`src/rtl/cpu_run_ctrl_if.sv`:
```
// Debug read channel between the debug requester (master) and cpu_run_ctrl (slave).
// The requester holds dbg_req until it sees the one-cycle dbg_ack pulse.
interface cpu_run_ctrl_if #(
  parameter int unsigned ADDR_W = 9,
  parameter int unsigned DATA_W = 32
);
  logic              dbg_req;
  logic              dbg_sel;
  logic [ADDR_W-1:0] dbg_addr;
  logic [DATA_W-1:0] dbg_rdata;
  logic              dbg_ack;

  modport master (
    output dbg_req,
    output dbg_sel,
    output dbg_addr,
    input  dbg_rdata,
    input  dbg_ack
  );

  modport slave (
    input  dbg_req,
    input  dbg_sel,
    input  dbg_addr,
    output dbg_rdata,
    output dbg_ack
  );
endinterface

```
`src/rtl/cpu_run_ctrl.sv`:
```
// Run/halt/single-step sequencer for the multicycle CPU: gates the datapath clock enable
// at instruction boundaries and, while halted, serves debug reads of memory and register file.
module cpu_run_ctrl #(
  parameter int unsigned ADDR_W       = 9,
  parameter int unsigned DATA_W       = 32,
  parameter int unsigned RUN_ON_RESET = 0
) (
  input  logic              clk_i,
  input  logic              reset_i,
  input  logic              run_i,
  input  logic              step_i,
  input  logic              brk_en_i,
  input  logic [31:0]       brk_addr_i,
  input  logic [31:0]       pc_i,
  input  logic              instr_done_i,
  input  logic [DATA_W-1:0] mem_rdata_i,
  input  logic [DATA_W-1:0] rf_rdata_i,
  output logic              cpu_en_o,
  output logic              dbg_mem_sel_o,
  output logic [ADDR_W-1:0] dbg_mem_addr_o,
  output logic [4:0]        dbg_rf_addr_o,
  output logic              halted_o,
  output logic [31:0]       instr_count_o,
  cpu_run_ctrl_if.slave     dbg
);

  typedef enum logic [1:0] {
    S_HALT = 2'd0,
    S_RUN  = 2'd1,
    S_STEP = 2'd2,
    S_DBG  = 2'd3
  } state_e;

  localparam state_e RESET_STATE = (RUN_ON_RESET != 0) ? S_RUN : S_HALT;

  state_e            state_q, state_d;
  logic              first_q, first_d;
  logic              rearm_q, rearm_d;
  logic              sel_q;
  logic [ADDR_W-1:0] addr_q;
  logic [DATA_W-1:0] rdata_q;
  logic              ack_q;
  logic [31:0]       count_q;

  logic              cpu_en_s;
  logic              count_inc_s;
  logic              capture_s;
  logic              boundary_s;
  logic              brk_hit_s;
  logic              dbg_active_s;

  // The first fetch after leaving HALT is the resume point, not a retirement.
  assign boundary_s   = instr_done_i & ~first_q;
  assign brk_hit_s    = brk_en_i & (pc_i == brk_addr_i);
  assign dbg_active_s = (state_q == S_DBG);

  // Next-state, clock-enable and bookkeeping decode.
  always_comb begin
    state_d     = state_q;
    first_d     = first_q;
    rearm_d     = rearm_q;
    cpu_en_s    = 1'b0;
    count_inc_s = 1'b0;
    capture_s   = 1'b0;
    case (state_q)
      S_HALT: begin
        if (dbg.dbg_req && !rearm_q) begin
          state_d   = S_DBG;
          capture_s = 1'b1;
        end else if (step_i) begin
          state_d = S_STEP;
          first_d = 1'b1;
        end else if (run_i) begin
          state_d = S_RUN;
          first_d = 1'b1;
        end else begin
          state_d = S_HALT;
        end
      end
      S_RUN: begin
        // A stop cycle withholds cpu_en so the pending fetch never executes.
        cpu_en_s    = ~(boundary_s & (~run_i | brk_hit_s));
        count_inc_s = boundary_s;
        state_d     = cpu_en_s ? S_RUN : S_HALT;
      end
      S_STEP: begin
        cpu_en_s    = ~boundary_s;
        count_inc_s = boundary_s;
        state_d     = boundary_s ? S_HALT : S_STEP;
      end
      S_DBG: begin
        state_d = S_HALT;
      end
      default: begin
        state_d = S_HALT;
      end
    endcase
    first_d = (cpu_en_s & instr_done_i) ? 1'b0 : first_d;
    // A held request must drop for a cycle before it can start another access.
    rearm_d = capture_s ? 1'b1 : (dbg.dbg_req ? rearm_q : 1'b0);
  end

  // State, debug capture and retired-instruction counter.
  always_ff @(posedge clk_i) begin
    if (reset_i) begin
      state_q <= RESET_STATE;
      first_q <= 1'b1;
      rearm_q <= 1'b0;
      sel_q   <= 1'b0;
      addr_q  <= '0;
      rdata_q <= '0;
      ack_q   <= 1'b0;
      count_q <= 32'd0;
    end else begin
      state_q <= state_d;
      first_q <= first_d;
      rearm_q <= rearm_d;
      if (capture_s) begin
        sel_q  <= dbg.dbg_sel;
        addr_q <= dbg.dbg_addr;
      end
      if (dbg_active_s) begin
        rdata_q <= sel_q ? rf_rdata_i : mem_rdata_i;
      end
      ack_q   <= dbg_active_s;
      count_q <= count_q + {31'd0, count_inc_s};
    end
  end

  assign cpu_en_o       = cpu_en_s;
  assign halted_o       = (state_q == S_HALT);
  assign instr_count_o  = count_q;
  assign dbg_mem_sel_o  = dbg_active_s & ~sel_q;
  assign dbg_mem_addr_o = dbg_active_s ? addr_q : '0;
  assign dbg_rf_addr_o  = dbg_active_s ? addr_q[4:0] : 5'd0;
  assign dbg.dbg_rdata  = rdata_q;
  assign dbg.dbg_ack    = ack_q;

endmodule

```
`src/flat_wrapper.sv`:
```
// flat-port wrapper written by rule: the top's interface ports become plain ports
module cpu_run_ctrl_flat 
#(
  parameter int unsigned ADDR_W       = 9,
  parameter int unsigned DATA_W       = 32,
  parameter int unsigned RUN_ON_RESET = 0
)
  (clk_i, reset_i, run_i, step_i, brk_en_i, brk_addr_i, pc_i, instr_done_i, mem_rdata_i, rf_rdata_i, cpu_en_o, dbg_mem_sel_o, dbg_mem_addr_o, dbg_rf_addr_o, halted_o, instr_count_o, dbg_dbg_req, dbg_dbg_sel, dbg_dbg_addr, dbg_dbg_rdata, dbg_dbg_ack);
  cpu_run_ctrl_if #(.ADDR_W(ADDR_W), .DATA_W(DATA_W)) dbg_i ();
  input  logic clk_i;
  input  logic reset_i;
  input  logic run_i;
  input  logic step_i;
  input  logic brk_en_i;
  input  logic [31:0] brk_addr_i;
  input  logic [31:0] pc_i;
  input  logic instr_done_i;
  input  logic [DATA_W-1:0] mem_rdata_i;
  input  logic [DATA_W-1:0] rf_rdata_i;
  output logic cpu_en_o;
  output logic dbg_mem_sel_o;
  output logic [ADDR_W-1:0] dbg_mem_addr_o;
  output logic [4:0] dbg_rf_addr_o;
  output logic halted_o;
  output logic [31:0] instr_count_o;
  input wire logic [$bits(dbg_i.dbg_req)-1:0] dbg_dbg_req;
  input wire logic [$bits(dbg_i.dbg_sel)-1:0] dbg_dbg_sel;
  input wire logic [$bits(dbg_i.dbg_addr)-1:0] dbg_dbg_addr;
  output wire logic [$bits(dbg_i.dbg_rdata)-1:0] dbg_dbg_rdata;
  output wire logic [$bits(dbg_i.dbg_ack)-1:0] dbg_dbg_ack;
  assign dbg_i.dbg_req = dbg_dbg_req;
  assign dbg_i.dbg_sel = dbg_dbg_sel;
  assign dbg_i.dbg_addr = dbg_dbg_addr;
  assign dbg_dbg_rdata = dbg_i.dbg_rdata;
  assign dbg_dbg_ack = dbg_i.dbg_ack;
  cpu_run_ctrl #(.ADDR_W(ADDR_W), .DATA_W(DATA_W), .RUN_ON_RESET(RUN_ON_RESET)) u_core (.clk_i(clk_i), .reset_i(reset_i), .run_i(run_i), .step_i(step_i), .brk_en_i(brk_en_i), .brk_addr_i(brk_addr_i), .pc_i(pc_i), .instr_done_i(instr_done_i), .mem_rdata_i(mem_rdata_i), .rf_rdata_i(rf_rdata_i), .cpu_en_o(cpu_en_o), .dbg_mem_sel_o(dbg_mem_sel_o), .dbg_mem_addr_o(dbg_mem_addr_o), .dbg_rf_addr_o(dbg_rf_addr_o), .halted_o(halted_o), .instr_count_o(instr_count_o), .dbg(dbg_i));
endmodule
```
`config.mk`:
```
export PLATFORM = sky130hd
export DESIGN_NAME = cpu_run_ctrl_flat
export DESIGN_NICKNAME = d
export VERILOG_FILES = /design/src/rtl/cpu_run_ctrl_if.sv /design/src/rtl/cpu_run_ctrl.sv /design/src/flat_wrapper.sv
export SDC_FILE = /design/constraint.sdc
export NUM_CORES = 1
export LEC_CHECK = 0
export BUFFER_PORTS_ARGS = -buffer_cell sky130_fd_sc_hd__buf_4
export CAP_MARGIN = 15
export CORE_MARGIN = 2
export CORE_UTILIZATION = 47
export DETAILED_ROUTE_END_ITERATION = 7
export PLACE_DENSITY = 0.85
export SETUP_SLACK_MARGIN = 0.2
export SLEW_MARGIN = 10
export SYNTH_ARGS = -nofsm -noshare
export SYNTH_HDL_FRONTEND = slang
export SYNTH_SLANG_ARGS = --single-unit
```
`constraint.sdc`:
```
create_clock -name clk_i -period 6 [get_ports clk_i]
set_input_delay 1.2 -clock clk_i [delete_from_list [all_inputs] [get_ports clk_i]]
set_output_delay 1.2 -clock clk_i [all_outputs]
set_load 0.02 [all_outputs]
```
---- Word-level counts from Yosys, hierarchy flattened ----
Cells that the tools add are included.
storage, ports and cells
  register bits after elaboration ......... 79
  input port bits ......................... 145
  output and inout bits ................... 82
cells by class
  $add $sub $neg .......................... 1
  eq/ne operators ......................... 6
  mux-type cells .......................... 20
  bitwise operators ....................... 11
  reduce and logical (&&, ||, !) cells .... 7
operators with widths
  kind                number
  $add 32x1->32       1
  $eq 32x32->1        1
  $mux 32             1
  $mux 1              12
  $mux 9              1
  $pmux 2 s4          1
  $mux 2              3
  $and 1x1->1         5
  $mux 5              1
  $not 1->1           5
  $eq 2x2->1 const B  2
  $reduce_and 3->1    1
  $reduce_bool 3->1   1
  $eq 2x1->1 const B  1
  $logic_not 2->1     1
  $ne 2x1->1 const B  1
  $ne 2x2->1 const B  1
  $pmux 1 s2          1
  $reduce_bool 2->1   1
  $reduce_or 2->1     1
  $logic_and 1x1->1   1
  $logic_not 1->1     1
  $or 1x1->1          1

---- Longest topological paths before layout ----
  depth in word-level cells ............... 9
  gate-level depth with buffers ........... 10

---- Worst setup path after synthesis ----
OpenSTA, ideal clock, no wires.
  path kind ............................... input-to-output
  start ................................... in brk_addr_i[5]
  end ..................................... out cpu_en_o
  data arrival time ....................... 2,063 ps
  data required time ...................... 4,800 ps
  slack ................................... 2,737 ps
  cell stages on the path ................. 5
  path through ............................ xnor2_1 -> nand4_1 -> nor4_1 -> and4_1 -> a21oi_1
on the way
  cells in the longest elaborated chain, start to end .. 6
ends and longest elaborated chain
  element       RTL line            source
  from (decl)   flat_wrapper.sv:15  input logic [31:0] brk_addr_i;
  $eq 32x32->1  cpu_run_ctrl.sv:54  assign brk_hit_s = brk_en_i & (pc_i == brk_addr_i);
  $and 1x1->1   cpu_run_ctrl.sv:54
  $or 1x1->1    cpu_run_ctrl.sv:82  cpu_en_s = ~(boundary_s & (~run_i | brk_hit_s));
  $and 1x1->1   cpu_run_ctrl.sv:82
  $not 1->1     cpu_run_ctrl.sv:82
  $pmux 1 s2    cpu_run_ctrl.sv:65  case (state_q)
  to (decl)     flat_wrapper.sv:20  output logic cpu_en_o;
No other way between the ends.

---- Final worst setup path ----
Ends and elaborated chain as after synthesis.

==> results.sh <==
export IMPL_antenna_found_initial=0
export IMPL_fin_crit_ns=3.66
export IMPL_vdd_ir_drop_max_mv=0.130
export IMPL_async_reset_ff_share_pct=0
export IMPL_worst_pin_slew_ns=0.986
export IMPL_p_total_mw=1.44
export IMPL_crit_path_start_kind="input pin"
export IMPL_wire_per_inst_um=14.4
export IMPL_crit_required_ns=4.80
export IMPL_start_util_pct=47.9
export IMPL_num_io_pins=227
export IMPL_die_w_um=94.9
export IMPL_ys_seq_area_share_pct=40.8
export IMPL_synth_top_area_share_pct=40.8
export IMPL_synth_edff_count=0
export IMPL_synth_common_cells="79 x dfxtp_1, 75 x nor2_1, 42 x mux2i_1"
export IMPL_status="completed"
export IMPL_rsz0062_at_grt="false"
export IMPL_maxCapViolations=0
export IMPL_synth_area_leaders="dfxtp_1 41%, mux2i_1 11%, nor2_1 7.3%"
export IMPL_ys_warn_count=0
export IMPL_synthesis_nets=578
export IMPL_syn_avg_cell_area_um2=9.09
export IMPL_cts_clk_slew_worst_paths_ns=0.08
export IMPL_n_antenna_cell=0
export IMPL_viasPerCell=5.08
export IMPL_endpoint_kind="output pin"
export IMPL_dr_pass1_iters=4
export IMPL_design_core_area_um2=8090
export IMPL_cts_root_buf="clkbuf_8"
export IMPL_hold_viol_final=0
export IMPL_clock_sinks=79
export IMPL_worstPathArrival_ns=2.46
export IMPL_cts_buffers=9
export IMPL_postRouteAntennaNets=0
export IMPL_finalSetupViolCount=0
export IMPL_port_buffer_count=226
export IMPL_slew_violations=0
export IMPL_cts_resized=0
export IMPL_overflow=0
export IMPL_synth_most_common_cell="dfxtp_1"
export IMPL_synthCells=427
export IMPL_synthToLayoutAreaGrowth_pct=49.5
export IMPL_htreeDepth=3
export IMPL_ctsLongestPathBuffers=2
export IMPL_grt_pass1_vias=3640
export IMPL_finalCritPeriodShare_pct=61.0
export IMPL_post_cts_setup_buffers=0
export IMPL_ys_flop_type="dfxtp_1"
export IMPL_gp_congestion=0.869
export IMPL_critical_path_peak_fanout=3
export IMPL_slew_headroom_pct=34.2
export IMPL_dp_hpwl_um=8260
export IMPL_hp_class="flop to flop"
export IMPL_clock_skew_ns=0.0114
export IMPL_dieArea_um2=9000
export IMPL_p_leak_nw=2.62
export IMPL_crit_type="input pin to output pin"
export IMPL_rows=33
export IMPL_grtUsageTotal_pct=23.3
export IMPL_routed_wl_um=10700
export IMPL_ys_types=37
export IMPL_ys_ff_latch=79
export IMPL_num_nets_final=786
export IMPL_grt_pass1_wl_um=16800
export IMPL_grt_max_degree=80
export IMPL_setup_tns_ns=0
export IMPL_vias=3777
export IMPL_drtIter0Drc=125
export IMPL_drc=0
export IMPL_hold_buffers=0
export IMPL_drive_above_1_share_pct=39.1
export IMPL_synth_area_um2=3880
export IMPL_clk_latency_ns=0.34
export IMPL_synth_top_area_cell="dfxtp_1"
export IMPL_powerDensity_nw_per_um2=247
export IMPL_fmax_mhz=273
export IMPL_cts_tree="done"
export IMPL_fp_dieH_um=94.9
## cell families after synthesis
| kind of cell | share of synthesized area [%] |
|---|---|
| mux | 10.8 |
| fa+ha+maj | 1.93 |
| compound gates | 8.67 |
| xor+xnor | 13.3 |
| buf+inv | 4.03 |
| flops | 40.8 |
| simple gates | 20.4 |
## area by class of cell
type | instances | area [um^2]
fill | 632 | 2290
multi-input combinational | 313 | 2140
timing repair buffer | 227 | 1700
sequential | 79 | 1580
clock buffer | 10 | 138
tap | 105 | 131
clock inverter | 5 | 81.3
inverter | 5 | 18.8
## worst max-delay path, stage by stage
cell	delay, ns
buf_4	0.11
xnor2_1	0.16
nand4_1	0.11
nor4_1	0.33
and4_1	0.29
a21oi_1	0.08
buf_4	0.17
## flip-flops by register name, summed over array words and instances (netlist names)
register              count
u_core.first_q            1
u_core.state_q            2
u_core.sel_q              1
u_core.dbg.dbg_rdata     32
u_core.instr_count_o     32
u_core.dbg.dbg_ack        1
u_core.rearm_q            1
u_core.addr_q             9
## layout by cell type, fill, tap and decap left out, drive strengths merged, types with 7 or more instances in the layout
cell,Yosys,final
a211oi,32,32
and2,12,12
nor2,75,75
nand4,13,13
a21oi,7,7
nand3,15,15
dfxtp,79,79
nand2,13,13
xnor2,27,27
xor2,32,32
mux2i,42,42
buf,10,227
clkbuf,20,10
## worst paths after layout
kind	start	slack, ns	end	depth (start not counted)
worst max register to register	u_core.state_q[0]$_SDFF_PP0_	3.20	u_core.instr_count_o[28]$_SDFF_PP0_	10
worst min register to register	u_core.dbg.dbg_rdata[7]$_SDFFE_PP0P_	0.49	u_core.dbg.dbg_rdata[7]$_SDFFE_PP0P_	2
worst max-delay path	brk_addr_i[5]	2.34	cpu_en_o	7
worst min-delay path	u_core.dbg.dbg_rdata[7]$_SDFFE_PP0P_	0.49	u_core.dbg.dbg_rdata[7]$_SDFFE_PP0P_	2
## through the flow
step / cell area, um^2 / worst slack, ns / hold WS (ns) / util [%] / cells
after floorplan: 3880 / 2.74 / 0.455 / - / 427
after global placement: 5580 / 2.34 / 0.469 / 69.0 / 729
after detailed placement: 5580 / 2.36 / 0.477 / 69.0 / 729
after CTS: 5800 / 2.34 / 0.489 / 71.7 / 744
after global routing: 5800 / 2.19 / 0.510 / 71.7 / 744
final: 5800 / 2.34 / 0.487 / 71.7 / 744
## power breakdown
part	total, mW	internal (mW)	leakage (nW)	switching (mW)
combinational	0.393	0.198	1.87	0.195
sequential	0.607	0.570	0.641	0.0374
clock	0.435	0.244	0.109	0.190
total	1.44	1.01	2.62	0.423
## per-layer routing
metal  global-route usage, %  vias to the layer above  wire, um
met3                    6.23                       14       795
li1                        -                     1887         -
met4                    5.92                        0       134
met2                    41.0                      148      5460
met1                    28.0                     1728      4350
met5                       0                        -         0
No activity file was read; power rests on OpenSTA's default activity.
